### src/rtl/serial_pkg.sv
// Shared bit-timing arithmetic and receive FSM encoding for the 8N1 serial link.
// The transmitter derives its bit timing from the same formula, so both ends agree.
package serial_pkg;

    localparam int CLK_FREQ_DEF     = 100_000_000;
    localparam int BAUD_RATE_DEF    = 9600;
    localparam int SAMPLE_RATIO_DEF = 16;
    localparam int DATA_BITS_DEF    = 8;

    function automatic int calc_sample_div(input int clk_freq, input int baud, input int ratio);
        return clk_freq / baud / ratio;
    endfunction

    localparam int SAMPLE_DIV_DEF = calc_sample_div(CLK_FREQ_DEF, BAUD_RATE_DEF, SAMPLE_RATIO_DEF);

    typedef enum logic [2:0] {
        IDLE,
        START,
        DATA,
        STOP,
        WAIT_HI
    } rx_state_e;

    function automatic logic maj3(input logic a, input logic b, input logic c);
        return (a & b) | (a & c) | (b & c);
    endfunction

endpackage

### src/rtl/serial_receiver_tick_gen.sv
// Oversample enable: a free-running divider that pulses tick for one clk on wrap.
module sample_tick_gen #(
    parameter int DIV = 651
) (
    input  logic clk,
    input  logic rst_n,
    output logic tick
);
    localparam int CW = (DIV > 1) ? $clog2(DIV) : 1;

    logic [CW-1:0] cnt_q, cnt_d;

    always_comb begin
        tick  = (cnt_q == CW'(DIV - 1));
        cnt_d = tick ? '0 : cnt_q + CW'(1);
    end

    always_ff @(posedge clk or negedge rst_n) begin
        if (!rst_n) cnt_q <= '0;
        else        cnt_q <= cnt_d;
    end

endmodule

### src/rtl/serial_receiver.sv
// 8N1 receive path: 2-FF synchroniser, 16x oversampled 3-sample majority vote,
// frame FSM and a valid/ready output register with overrun/frame-error pulses.
module serial_receiver
    import serial_pkg::*;
#(
    parameter int CLK_FREQ     = CLK_FREQ_DEF,
    parameter int BAUD_RATE    = BAUD_RATE_DEF,
    parameter int SAMPLE_RATIO = SAMPLE_RATIO_DEF,
    parameter int DATA_BITS    = DATA_BITS_DEF
) (
    input  logic                 clk,
    input  logic                 rst_n,
    input  logic                 din,
    output logic [DATA_BITS-1:0] dout,
    output logic                 dout_valid,
    input  logic                 dout_ready,
    output logic                 frame_err,
    output logic                 overrun
);
    localparam int SAMPLE_DIV = calc_sample_div(CLK_FREQ, BAUD_RATE, SAMPLE_RATIO);
    localparam int SCW        = $clog2(SAMPLE_RATIO);
    localparam int BIW        = (DATA_BITS > 1) ? $clog2(DATA_BITS) : 1;

    localparam logic [SCW-1:0] SC_LO   = SCW'(SAMPLE_RATIO / 2 - 1);
    localparam logic [SCW-1:0] SC_MID  = SCW'(SAMPLE_RATIO / 2);
    localparam logic [SCW-1:0] SC_HI   = SCW'(SAMPLE_RATIO / 2 + 1);
    localparam logic [SCW-1:0] SC_LAST = SCW'(SAMPLE_RATIO - 1);
    localparam logic [BIW-1:0] BIT_LAST = BIW'(DATA_BITS - 1);

    logic                 tick;
    logic [1:0]           sync_q, sync_d;
    logic                 rxd;
    rx_state_e            state_q, state_d;
    logic [SCW-1:0]       sc_q, sc_d;
    logic [BIW-1:0]       bit_q, bit_d;
    logic [DATA_BITS-1:0] shreg_q, shreg_d;
    logic [1:0]           samp_q, samp_d;
    logic [DATA_BITS-1:0] dout_q, dout_d;
    logic                 dout_valid_q, dout_valid_d;
    logic                 frame_err_q, frame_err_d;
    logic                 overrun_q, overrun_d;
    logic                 vote;
    logic                 byte_done;

    sample_tick_gen #(.DIV(SAMPLE_DIV)) u_tick (
        .clk   (clk),
        .rst_n (rst_n),
        .tick  (tick)
    );

    assign rxd  = sync_q[1];
    assign vote = maj3(samp_q[0], samp_q[1], rxd);

    always_comb begin
        sync_d      = {sync_q[0], din};
        state_d     = state_q;
        sc_d        = sc_q;
        bit_d       = bit_q;
        shreg_d     = shreg_q;
        samp_d      = samp_q;
        byte_done   = 1'b0;
        frame_err_d = 1'b0;

        if (tick) begin
            if (state_q == START || state_q == DATA || state_q == STOP) begin
                sc_d = (sc_q == SC_LAST) ? '0 : sc_q + SCW'(1);
                if (sc_q == SC_LO)  samp_d[0] = rxd;
                if (sc_q == SC_MID) samp_d[1] = rxd;
            end

            case (state_q)
                IDLE: begin
                    if (!rxd) begin
                        state_d = START;
                        sc_d    = '0;
                    end
                end
                START: begin
                    if (sc_q == SC_HI && vote) begin
                        state_d = IDLE;
                    end else if (sc_q == SC_LAST) begin
                        state_d = DATA;
                        bit_d   = '0;
                    end
                end
                DATA: begin
                    // LSB is on the wire first, so shifting in at the MSB leaves it at bit 0
                    if (sc_q == SC_HI) shreg_d = {vote, shreg_q[DATA_BITS-1:1]};
                    if (sc_q == SC_LAST) begin
                        if (bit_q == BIT_LAST) state_d = STOP;
                        else                   bit_d   = bit_q + BIW'(1);
                    end
                end
                STOP: begin
                    // Leave at mid stop bit so a slightly fast sender's next start edge is caught
                    if (sc_q == SC_HI) begin
                        if (vote) begin
                            byte_done = 1'b1;
                            state_d   = IDLE;
                        end else begin
                            frame_err_d = 1'b1;
                            state_d     = WAIT_HI;
                        end
                    end
                end
                WAIT_HI: begin
                    if (rxd) state_d = IDLE;
                end
                default: state_d = IDLE;
            endcase
        end
    end

    always_comb begin
        dout_d       = dout_q;
        dout_valid_d = dout_valid_q & ~dout_ready;
        overrun_d    = 1'b0;
        if (byte_done) begin
            if (!dout_valid_q || dout_ready) begin
                dout_d       = shreg_q;
                dout_valid_d = 1'b1;
            end else begin
                overrun_d = 1'b1;
            end
        end
    end

    always_ff @(posedge clk or negedge rst_n) begin
        if (!rst_n) begin
            sync_q       <= 2'b11;
            state_q      <= IDLE;
            sc_q         <= '0;
            bit_q        <= '0;
            shreg_q      <= '0;
            samp_q       <= '0;
            dout_q       <= '0;
            dout_valid_q <= 1'b0;
            frame_err_q  <= 1'b0;
            overrun_q    <= 1'b0;
        end else begin
            sync_q       <= sync_d;
            state_q      <= state_d;
            sc_q         <= sc_d;
            bit_q        <= bit_d;
            shreg_q      <= shreg_d;
            samp_q       <= samp_d;
            dout_q       <= dout_d;
            dout_valid_q <= dout_valid_d;
            frame_err_q  <= frame_err_d;
            overrun_q    <= overrun_d;
        end
    end

    assign dout       = dout_q;
    assign dout_valid = dout_valid_q;
    assign frame_err  = frame_err_q;
    assign overrun    = overrun_q;

endmodule
### config.mk
export PLATFORM = sky130hd
export DESIGN_NAME = serial_receiver
export DESIGN_NICKNAME = d
export VERILOG_FILES = /design/src/rtl/serial_pkg.sv /design/src/rtl/serial_receiver_tick_gen.sv /design/src/rtl/serial_receiver.sv
export SDC_FILE = /design/constraint.sdc
export NUM_CORES = 1
export LEC_CHECK = 0
export BUFFER_PORTS_ARGS = -buffer_cell sky130_fd_sc_hd__buf_2
export CORE_AREA = 2 2 86 88
export CTS_BUF_LIST = sky130_fd_sc_hd__clkbuf_2
export DETAILED_ROUTE_END_ITERATION = 10
export DIE_AREA = 0 0 88 90
export PLACE_DENSITY = 0.51
export SYNTH_ARGS = -nofsm -noshare
export SYNTH_HDL_FRONTEND = slang
export SYNTH_SLANG_ARGS = --single-unit
### constraint.sdc
create_clock -name clk -period 3.8 [get_ports clk]
set_clock_uncertainty 0.1 [all_clocks]
set_input_delay 0.57 -clock clk [delete_from_list [all_inputs] [get_ports clk]]
set_output_delay 0.57 -clock clk [all_outputs]
set_load 0.02 [all_outputs]
==> impl_summary.log, run 1 <==
INFO  metric run_status = complete, no violations
INFO  metric clk_pin_slew_worst_paths = 0.22 ns
INFO  metric clock.fmax = 0.417 GHz
INFO  metric power.ir.vdd_worst = 0.114 mV
INFO  metric post_cts_sizing = 0
INFO  metric clock_sink_count = 43
INFO  metric count_of_port_buffers_added_during_placement = 14
INFO  metric dr.pass1.iters = 4
INFO  metric diodes = 0
INFO  metric path_class = reg -> reg
INFO  metric synthArstFlopShare = 100%
INFO  metric synth_enable_flop_cells = 0
INFO  metric crit_required = 3.99 ns
INFO  metric power.switching_fraction = 25.6%
INFO  metric r2r_setup_slack = 1.40 ns
INFO  metric fp-row-count = 31
INFO  metric p_clk_share = 30.9%
INFO  metric gr-usage-all-layers = 10.5%
INFO  metric fin_crit = 2.40 ns
INFO  metric area_growth = 10.6%
INFO  metric setup_viol = 0
INFO  metric internal_power = 0.509 mW
INFO  metric power.static_leakage = 1.04 nW
INFO  metric drt-wirelength-per-cell = 13.0 um
INFO  metric crit_fanout = 6
INFO  metric power-per-cell-area = 302 nW/um^2
INFO  metric combPwrFrac = 1.6%
INFO  metric dpl.cell_count = 283
INFO  metric relSlewSlack = 36.6%
INFO  metric via_per_instance_ratio = 4.73
INFO  metric netlist_area = 2050 um^2
INFO  metric clock_tree.htree_level_count = 2
INFO  metric worst_pin_slew = 0.952 ns
INFO  metric power.switching = 0.175 mW
INFO  metric grt_start_max_net_pins = 44
INFO  metric setup_total_negative_slack = 0 ns
INFO  metric grt_pass1_wl = 6520 um
INFO  metric fill_cells = 716
INFO  metric synth_cell_types = 43
INFO  metric cts_hold_repair.buffers = 0
INFO  metric drt_drc_violations_left = 0
INFO  metric timing.critical_path.to_type = flip-flop
INFO  metric tritoncts = yes
INFO  metric place.gp.congestion = 0.768
INFO  metric fin_cells = 291
INFO  metric num_io_pins = 15
INFO  metric syn_avg_cell_area = 11.8 um^2
INFO  metric critPathLaunchType = flip-flop
INFO  metric clock_path_buffers = 2
INFO  metric post_cts_setup_buffers = 0
INFO  metric fp.dieH = 90 um
INFO  metric fp.coreArea = 7020 um^2
INFO  metric synth.ff_latch_count = 43
INFO  metric detail_route.iter0.violations = 99
INFO  metric initial_core_util = 29.2%
INFO  metric synth-main-ff-cell = sky130_fd_sc_hd__dfrtp_1
INFO  metric dp.final_hpwl = 2580 um
INFO  metric setup_repair_after_global_routing_missed_its_margin = false
INFO  metric ant_nets = 0
INFO  metric pwr-share-seq = 67.5%
INFO  metric via_count_of_the_routed_design = 1,377
INFO  metric design.final.nets = 202
INFO  metric crit_arrival = 2.59 ns
INFO  metric drv_cap = 0
INFO  metric cts_buf_count = 5
INFO  metric floorplan.die_area = 7920 um^2
INFO  metric timing_hold_violations_final = 0
INFO  metric grt_antenna_before_repair = 0
INFO  metric die_w = 88 um
INFO  metric routed_wirelength = 3770 um
INFO  metric slew_violations = 0
INFO  metric insertion_delay = 0.44 ns
INFO  metric synthesis.nets = 185
INFO  metric grt-ovfl-total = 0
INFO  metric cts.root.buffer_cell = sky130_fd_sc_hd__clkbuf_2
INFO  metric postSynthCellCount = 174
INFO  metric proportion_of_synthesized_chip_area_in_sequential_cells = 52.6%
INFO  metric period_share = 63.1%
INFO  metric first_global_vias = 1,369
INFO  metric worstHoldPathType = in -> reg
INFO  metric yosysWarningCount = 0
INFO  metric share_of_layout_cells_above_drive_strength_1 = 25.0%
-- sequential cells by signal, summed over array words and instances (netlist names) --
register and count:
bit_q 3, dout 8, dout_valid 1, frame_err 1, overrun 1, samp_q 2, sc_q 4, shreg_q 8
state_q 3, sync_q 2, u_tick.cnt_q 10
-- area by class of cell --
cell class	count	area, um^2	share of cell area, %
Sequential cell	43	1080	47.6
Multi-Input combinational cell	121	920	40.6
Tap cell	99	124	5.46
Timing Repair Buffer	15	77.6	3.42
Clock buffer	5	25.0	1.10
Clock inverter	3	23.8	1.05
Inverter	5	18.8	0.828
-- worst paths after layout --
| check | from | cells past startpoint | to |
|---|---|---|---|
| worst max-delay path | u_tick.cnt_q[0]$_DFF_PN0_ | 6 | sc_q[0]$_DFFE_PN0N_ |
| worst min-delay path | din | 1 | sync_q[0]$_DFF_PN1_ |
| worst max register to register | u_tick.cnt_q[0]$_DFF_PN0_ | 6 | sc_q[0]$_DFFE_PN0N_ |
| worst min register to register | sync_q[0]$_DFF_PN1_ | 0 | sync_q[1]$_DFF_PN1_ |
| max in group asynchronous | rst_n | 1 | sc_q[0]$_DFFE_PN0N_ |
| min in group asynchronous | rst_n | 1 | dout[3]$_DFFE_PN0P_ |
-- placed cells by master (no fill, tap or decap), types with 2 or more instances in the layout --
master                       instances
sky130_fd_sc_hd__nor2b_1             4
sky130_fd_sc_hd__mux2_2             19
sky130_fd_sc_hd__nor2_1             14
sky130_fd_sc_hd__dfrtp_1            41
sky130_fd_sc_hd__a32o_1              2
sky130_fd_sc_hd__xnor2_1             5
sky130_fd_sc_hd__nand2_1             5
sky130_fd_sc_hd__buf_2              14
sky130_fd_sc_hd__clkbuf_2            5
sky130_fd_sc_hd__or4_1               3
sky130_fd_sc_hd__nor4_1              2
sky130_fd_sc_hd__nand3_1             8
sky130_fd_sc_hd__xor2_1              2
sky130_fd_sc_hd__inv_1               5
sky130_fd_sc_hd__a22o_1              2
sky130_fd_sc_hd__ha_1                7
sky130_fd_sc_hd__a21oi_1             5
sky130_fd_sc_hd__o31ai_1             5
sky130_fd_sc_hd__and3_1              3
sky130_fd_sc_hd__or3_1               2
sky130_fd_sc_hd__nand4_1             4
sky130_fd_sc_hd__o21ai_0             5
sky130_fd_sc_hd__dfstp_2             2
sky130_fd_sc_hd__nand3b_1            4
sky130_fd_sc_hd__nor3_1              2
sky130_fd_sc_hd__clkinvlp_4          2
sky130_fd_sc_hd__nor4b_1             2
-- cells in the mapped netlist (2+ instances only) --
library cell | n | area, um^2
sky130_fd_sc_hd__a21oi_1 | 5 | 25.0
sky130_fd_sc_hd__xnor2_1 | 5 | 43.8
sky130_fd_sc_hd__nand3b_1 | 4 | 30.0
sky130_fd_sc_hd__nand2_1 | 5 | 18.8
sky130_fd_sc_hd__or4_1 | 3 | 22.5
sky130_fd_sc_hd__nor2b_1 | 4 | 25.0
sky130_fd_sc_hd__dfstp_2 | 2 | 52.6
sky130_fd_sc_hd__ha_1 | 7 | 87.6
sky130_fd_sc_hd__inv_1 | 5 | 18.8
sky130_fd_sc_hd__buf_2 | 2 | 10.0
sky130_fd_sc_hd__nor4_1 | 2 | 12.5
sky130_fd_sc_hd__nor2_1 | 14 | 52.6
sky130_fd_sc_hd__and3_1 | 3 | 18.8
sky130_fd_sc_hd__xor2_1 | 2 | 17.5
sky130_fd_sc_hd__mux2_2 | 19 | 214
sky130_fd_sc_hd__o31ai_1 | 5 | 37.5
sky130_fd_sc_hd__o21ai_0 | 5 | 25.0
sky130_fd_sc_hd__nand4_1 | 4 | 25.0
sky130_fd_sc_hd__a32o_1 | 2 | 20.0
sky130_fd_sc_hd__nand3_1 | 8 | 40.0
sky130_fd_sc_hd__dfrtp_1 | 41 | 1030
sky130_fd_sc_hd__or3_1 | 2 | 12.5
sky130_fd_sc_hd__nor4b_1 | 2 | 17.5
sky130_fd_sc_hd__a22o_1 | 2 | 17.5
sky130_fd_sc_hd__nor3_1 | 2 | 10.0
sky130_fd_sc_hd__buf_4 | 2 | 15.0
-- worst max-delay path: stages, from the launching register on --
cell                       delay, ns
sky130_fd_sc_hd__dfrtp_1        0.48
sky130_fd_sc_hd__inv_1          0.08
sky130_fd_sc_hd__ha_1           0.13
sky130_fd_sc_hd__nand3b_1       0.15
sky130_fd_sc_hd__or3_1          0.48
sky130_fd_sc_hd__nor4b_1        0.76
sky130_fd_sc_hd__a21oi_1        0.08
-- kinds of logic (layout without fill, tap and decap cells) --
logic type / after synthesis / in the layout / share of synthesized area [%]
AND/OR/NAND/NOR: 64 / 64 / 19.0
flip-flops: 43 / 43 / 52.6
AO/OA/AOI/OAI: 23 / 23 / 7.69
multiplexers: 19 / 19 / 10.4
buffers and inverters: 10 / 28 / 2.50
adder cells (fa/ha/maj): 8 / 8 / 4.76
XOR/XNOR: 7 / 7 / 2.99
-- per-stage QoR --
stage | hold slack, ns | util (%) | power (mW) | worst slack, ns | area [um^2]
after floorplan | 0.174 | - | 0.470 | 1.65 | 2050
after global placement | 0.246 | 31.6 | 0.481 | 1.45 | 2220
after detailed placement | 0.247 | 31.6 | 0.481 | 1.42 | 2220
after CTS | 0.0877 | 32.3 | 0.698 | 1.40 | 2270
after global routing | 0.0817 | 32.3 | 0.717 | 1.18 | 2270
final | 0.120 | 32.3 | 0.684 | 1.40 | 2270
-- power groups by stage --
stage | combinational, mW | sequential, mW | clock (mW)
6_report | 0.0112 | 0.462 | 0.211
5_1_grt | 0.0137 | 0.462 | 0.241
4_1_cts | 0.0120 | 0.462 | 0.225
3_5_place_dp | 0.0120 | 0.469 | 0
3_3_place_gp | 0.0121 | 0.469 | 0
2_1_floorplan | 0.00113 | 0.469 | 0
-- routing by layer --
layer | up-vias | part of all wire (%) | global-route usage [%]
li1 | 671 | - | -
met1 | 677 | 50 | 14.5
met4 | 0 | 2.3 | 5.38
met5 | - | 0 | 0
met3 | 9 | 3.0 | 3.12
met2 | 20 | 45 | 14.8
No activity file was read; power rests on OpenSTA's default activity.
==> run 2, diff against run 1 <==
Settings changed: PLACE_DENSITY 0.51 to 0.52.
Clock period 3.8 ns to 2.1 ns, I/O delays scaled along.
==> run 2 against run 1 <==
Against the previous run: critical path type unchanged; critical path depth is the same; sequential power grew 81%; utilization grew 4.2 points; via count grew 3.4%; critical endpoint is now sc_q[3]$_DFFE_PN0N_; cell area grew 13%; worst setup slack lost 1.4 ns; non-clock buffer count grew 23; first-iteration DRC count shrank 30%; sequential share of layout area shrank 5.5 points.
==> impl_summary.log, run 2 (synthesis gave the netlist of run 1 again) <==
INFO  metric run_status = complete, no violations
INFO  metric num_io_pins = 15 (unchanged)
INFO  metric first_global_vias = 1,315 (-3.9%)
INFO  metric worst_slack = 0.00106 ns (-1.40 ns)
INFO  metric crit_arrival = 2.33 ns (-0.26 ns)
INFO  metric post-route-util = 36.5% (+4.2 points)
INFO  metric clock_sink_count = 43 (unchanged)
INFO  metric grt_start_max_net_pins = 25 (-43%)
INFO  metric crit_required = 2.33 ns (-1.66 ns)
INFO  metric layout.cells.most_common = sky130_fd_sc_hd__dfrtp_1
INFO  metric worst_pin_slew = 0.479 ns (-0.473 ns)
INFO  metric path_delay_family = simple AND/OR/NAND/NOR gates
INFO  metric fp.coreArea = 7020 um^2 (unchanged)
INFO  metric fp-row-count = 31 (unchanged)
INFO  metric critical_path.max_stage_delay = 0.49 ns (-0.27 ns)
INFO  metric count_of_port_buffers_added_during_placement = 14 (unchanged)
INFO  metric ant_nets = 0 (unchanged)
INFO  metric fin_cells = 314 (+7.9%)
INFO  metric clk_pin_slew_worst_paths = 0.24 ns (+0.02 ns)
INFO  metric grt_antenna_before_repair = 0 (unchanged)
INFO  metric final_cell_mix = sky130_fd_sc_hd__dfrtp_1 (41), sky130_fd_sc_hd__buf_4 (20), sky130_fd_sc_hd__nor2_1 (14), sky130_fd_sc_hd__buf_2 (14), sky130_fd_sc_hd__mux2_2 (11)
INFO  metric dr.pass1.iters = 4 (unchanged)
INFO  metric place.gp.congestion = 0.722 (-6.0%)
INFO  metric tritoncts = yes
INFO  metric setup_repair_after_global_routing_missed_its_margin = true
INFO  metric grt-ovfl-total = 0 (unchanged)
INFO  metric drt-wirelength-per-cell = 12.2 um (-5.6%)
INFO  metric power-per-cell-area = 483 nW/um^2 (+60%)
INFO  metric detail_route.iter0.violations = 69 (-30%)
INFO  metric drv_cap = 0 (unchanged)
INFO  metric cts.root.buffer_cell = sky130_fd_sc_hd__clkbuf_2
INFO  metric grt_pass1_wl = 6420 um (-1.6%)
INFO  metric design.final.nets = 225 (+11%)
INFO  metric period_share = 99.9% (+37 points)
INFO  metric critPathLaunchType = flip-flop
INFO  metric diodes = 0 (unchanged)
INFO  metric slew_violations = 0 (unchanged)
INFO  metric via_count_of_the_routed_design = 1,424 (+3.4%)
INFO  metric largest_register_ff_count = 10 (unchanged)
INFO  metric clock.fmax = 0.476 GHz (+14%)
INFO  metric initial_core_util = 29.2% (unchanged)
INFO  metric timing.critical_path.to_type = flip-flop
INFO  metric area_growth = 25.0%
INFO  metric fill_cells = 701 (-2.1%)
INFO  metric share_of_layout_cells_above_drive_strength_1 = 36.3% (+11 points)
INFO  metric crit_chain = inv_2 > ha_4 > nand3b_1 > or4_4 > or4_1 > a21oi_1
INFO  metric clock_tree.htree_level_count = 2 (unchanged)
INFO  metric worstHoldPathType = in -> reg
INFO  metric power.total = 1.24 mW (+81%)
INFO  metric worst_r2r_startpoint = u_tick.cnt_q[0]$_DFF_PN0_
INFO  metric largest_register = u_tick.cnt_q
INFO  metric power.static_leakage = 1.18 nW (+13%)
INFO  metric fp.dieH = 90 um (unchanged)
INFO  metric crit_fanout = 5 (-1)
INFO  metric clock_path_buffers = 2 (unchanged)
INFO  metric relSlewSlack = 68.1% (+32 points)
INFO  metric worst_case_reg_to_reg_path_depth = 6 (unchanged)
INFO  metric routed_wirelength = 3840 um (+1.9%)
INFO  metric cts_buf_count = 5 (unchanged)
INFO  metric dp.final_hpwl = 2740 um (+6.3%)
INFO  metric min_delay_path_depth = 3 (+2)
INFO  metric fin_crit = 2.10 ns (-0.298 ns)
INFO  metric power.ir.vdd_worst = 0.192 mV (+68%)
INFO  metric worst-path-buf-inv = 1 (unchanged)
INFO  metric timing.hold.worst.start = dout_ready
INFO  metric via_per_instance_ratio = 4.54 (-4.2%)
INFO  metric insertion_delay = 0.40 ns (-0.04 ns)
INFO  metric min_to = dout_valid$_DFF_PN0_
INFO  metric setup_viol = 0 (unchanged)
INFO  metric post_cts_setup_buffers = 0 (unchanged)
INFO  metric timing_hold_violations_final = 0 (unchanged)
INFO  metric floorplan.die_area = 7920 um^2 (unchanged)
INFO  metric r2r_setup_slack = 0.001 ns (-1.40 ns)
INFO  metric path_depth = 6 (unchanged)
INFO  metric placement.setup.worst_slack = -0.0254 ns (-1.45 ns)
INFO  metric dpl.cell_count = 304 (+7.4%)
INFO  metric die_w = 88 um (unchanged)
INFO  metric critical-path-slowest-cell = sky130_fd_sc_hd__or4_4
INFO  metric path_class = reg -> reg
INFO  metric drt_drc_violations_left = 0 (unchanged)
INFO  metric gr-usage-all-layers = 10.3% (-0.21 points)
INFO  metric crit-reg2reg-capture = sc_q[3]$_DFFE_PN0N_
run 2: changes by cell type in the layout (fill, tap and decap cells not counted), moves of 2 or more:
| cell | previous run | this run |
|---|---|---|
| sky130_fd_sc_hd__or4_4 | 0 | 2 |
| sky130_fd_sc_hd__buf_12 | 0 | 2 |
| sky130_fd_sc_hd__mux2_2 | 19 | 11 |
| sky130_fd_sc_hd__or4_1 | 3 | 1 |
| sky130_fd_sc_hd__mux2_4 | 0 | 8 |
| sky130_fd_sc_hd__buf_4 | 1 | 20 |
| sky130_fd_sc_hd__dlygate4sd3_1 | 0 | 2 |
run 2: report_power, final:
part           leakage [nW]  internal (mW)  switching, mW
registers             0.580          0.833        0.00238
logic                 0.577        0.00947         0.0181
clock network        0.0256         0.0856          0.288
run 2: final cells by class:
| class | instances | area [um^2] | area share, % |
|---|---|---|---|
| clock buffers | 5 | 25.0 | 0.977 |
| well taps | 99 | 124 | 4.83 |
| flip-flops and latches | 43 | 1080 | 42.1 |
| inverters | 5 | 18.8 | 0.732 |
| multi-input cells | 121 | 1010 | 39.5 |
| clock inverters | 3 | 23.8 | 0.928 |
| repair buffers | 38 | 280 | 10.9 |
run 2: worst max path at each step:
stage	endpoint	from	slack [ns]
after global placement	sc_q[3]$_DFFE_PN0N_	u_tick.cnt_q[8]$_DFF_PN0_	-0.01
after detailed placement	sc_q[3]$_DFFE_PN0N_	u_tick.cnt_q[8]$_DFF_PN0_	-0.03
after global routing	sc_q[3]$_DFFE_PN0N_	u_tick.cnt_q[0]$_DFF_PN0_	-0.08
after CTS	sc_q[3]$_DFFE_PN0N_	u_tick.cnt_q[0]$_DFF_PN0_	0.009
final	sc_q[3]$_DFFE_PN0N_	u_tick.cnt_q[0]$_DFF_PN0_	0.001
after floorplan	dout[0]$_DFFE_PN0P_	u_tick.cnt_q[0]$_DFF_PN0_	-0.03
run 2: worst reg2reg max path, stage by stage, from the launching register on:
cell and delay (ns):
sky130_fd_sc_hd__dfrtp_1 0.45, sky130_fd_sc_hd__inv_2 0.07, sky130_fd_sc_hd__ha_4 0.12, sky130_fd_sc_hd__nand3b_1 0.15
sky130_fd_sc_hd__or4_4 0.49, sky130_fd_sc_hd__or4_1 0.49, sky130_fd_sc_hd__a21oi_1 0.15
run 2: what timing repair did:
item / in CTS / in global routing
hold endpoints to repair: 20 / 0
endpoints found under the setup margin: 4 / 22
pin swaps: 0 / 1
hold buffers: 2 / 0
gates resized for setup: 4 / 17
run 2: per-layer routing:
layer | GRT usage [%] | part of all wire [%] | vias to the layer above
li1 | - | - | 717
met1 | 14.6 | 51 | 690
met2 | 15.1 | 45 | 13
met3 | 3.03 | 3.0 | 4
met4 | 3.08 | 1.0 | 0
met5 | 0 | 0 | -
run 2: through the flow:
| step | instance area [um^2] | hold slack [ns] | setup TNS, ns |
|---|---|---|---|
| global placement | 2400 | 0.200 | -0.0161 |
| finish | 2560 | 0.0869 | 0 |
| floorplan | 2050 | -0.0806 | -0.221 |
| CTS | 2490 | 0.0575 | 0 |
| detailed placement | 2400 | 0.203 | -0.0344 |
| global route | 2560 | 0.0526 | -0.527 |
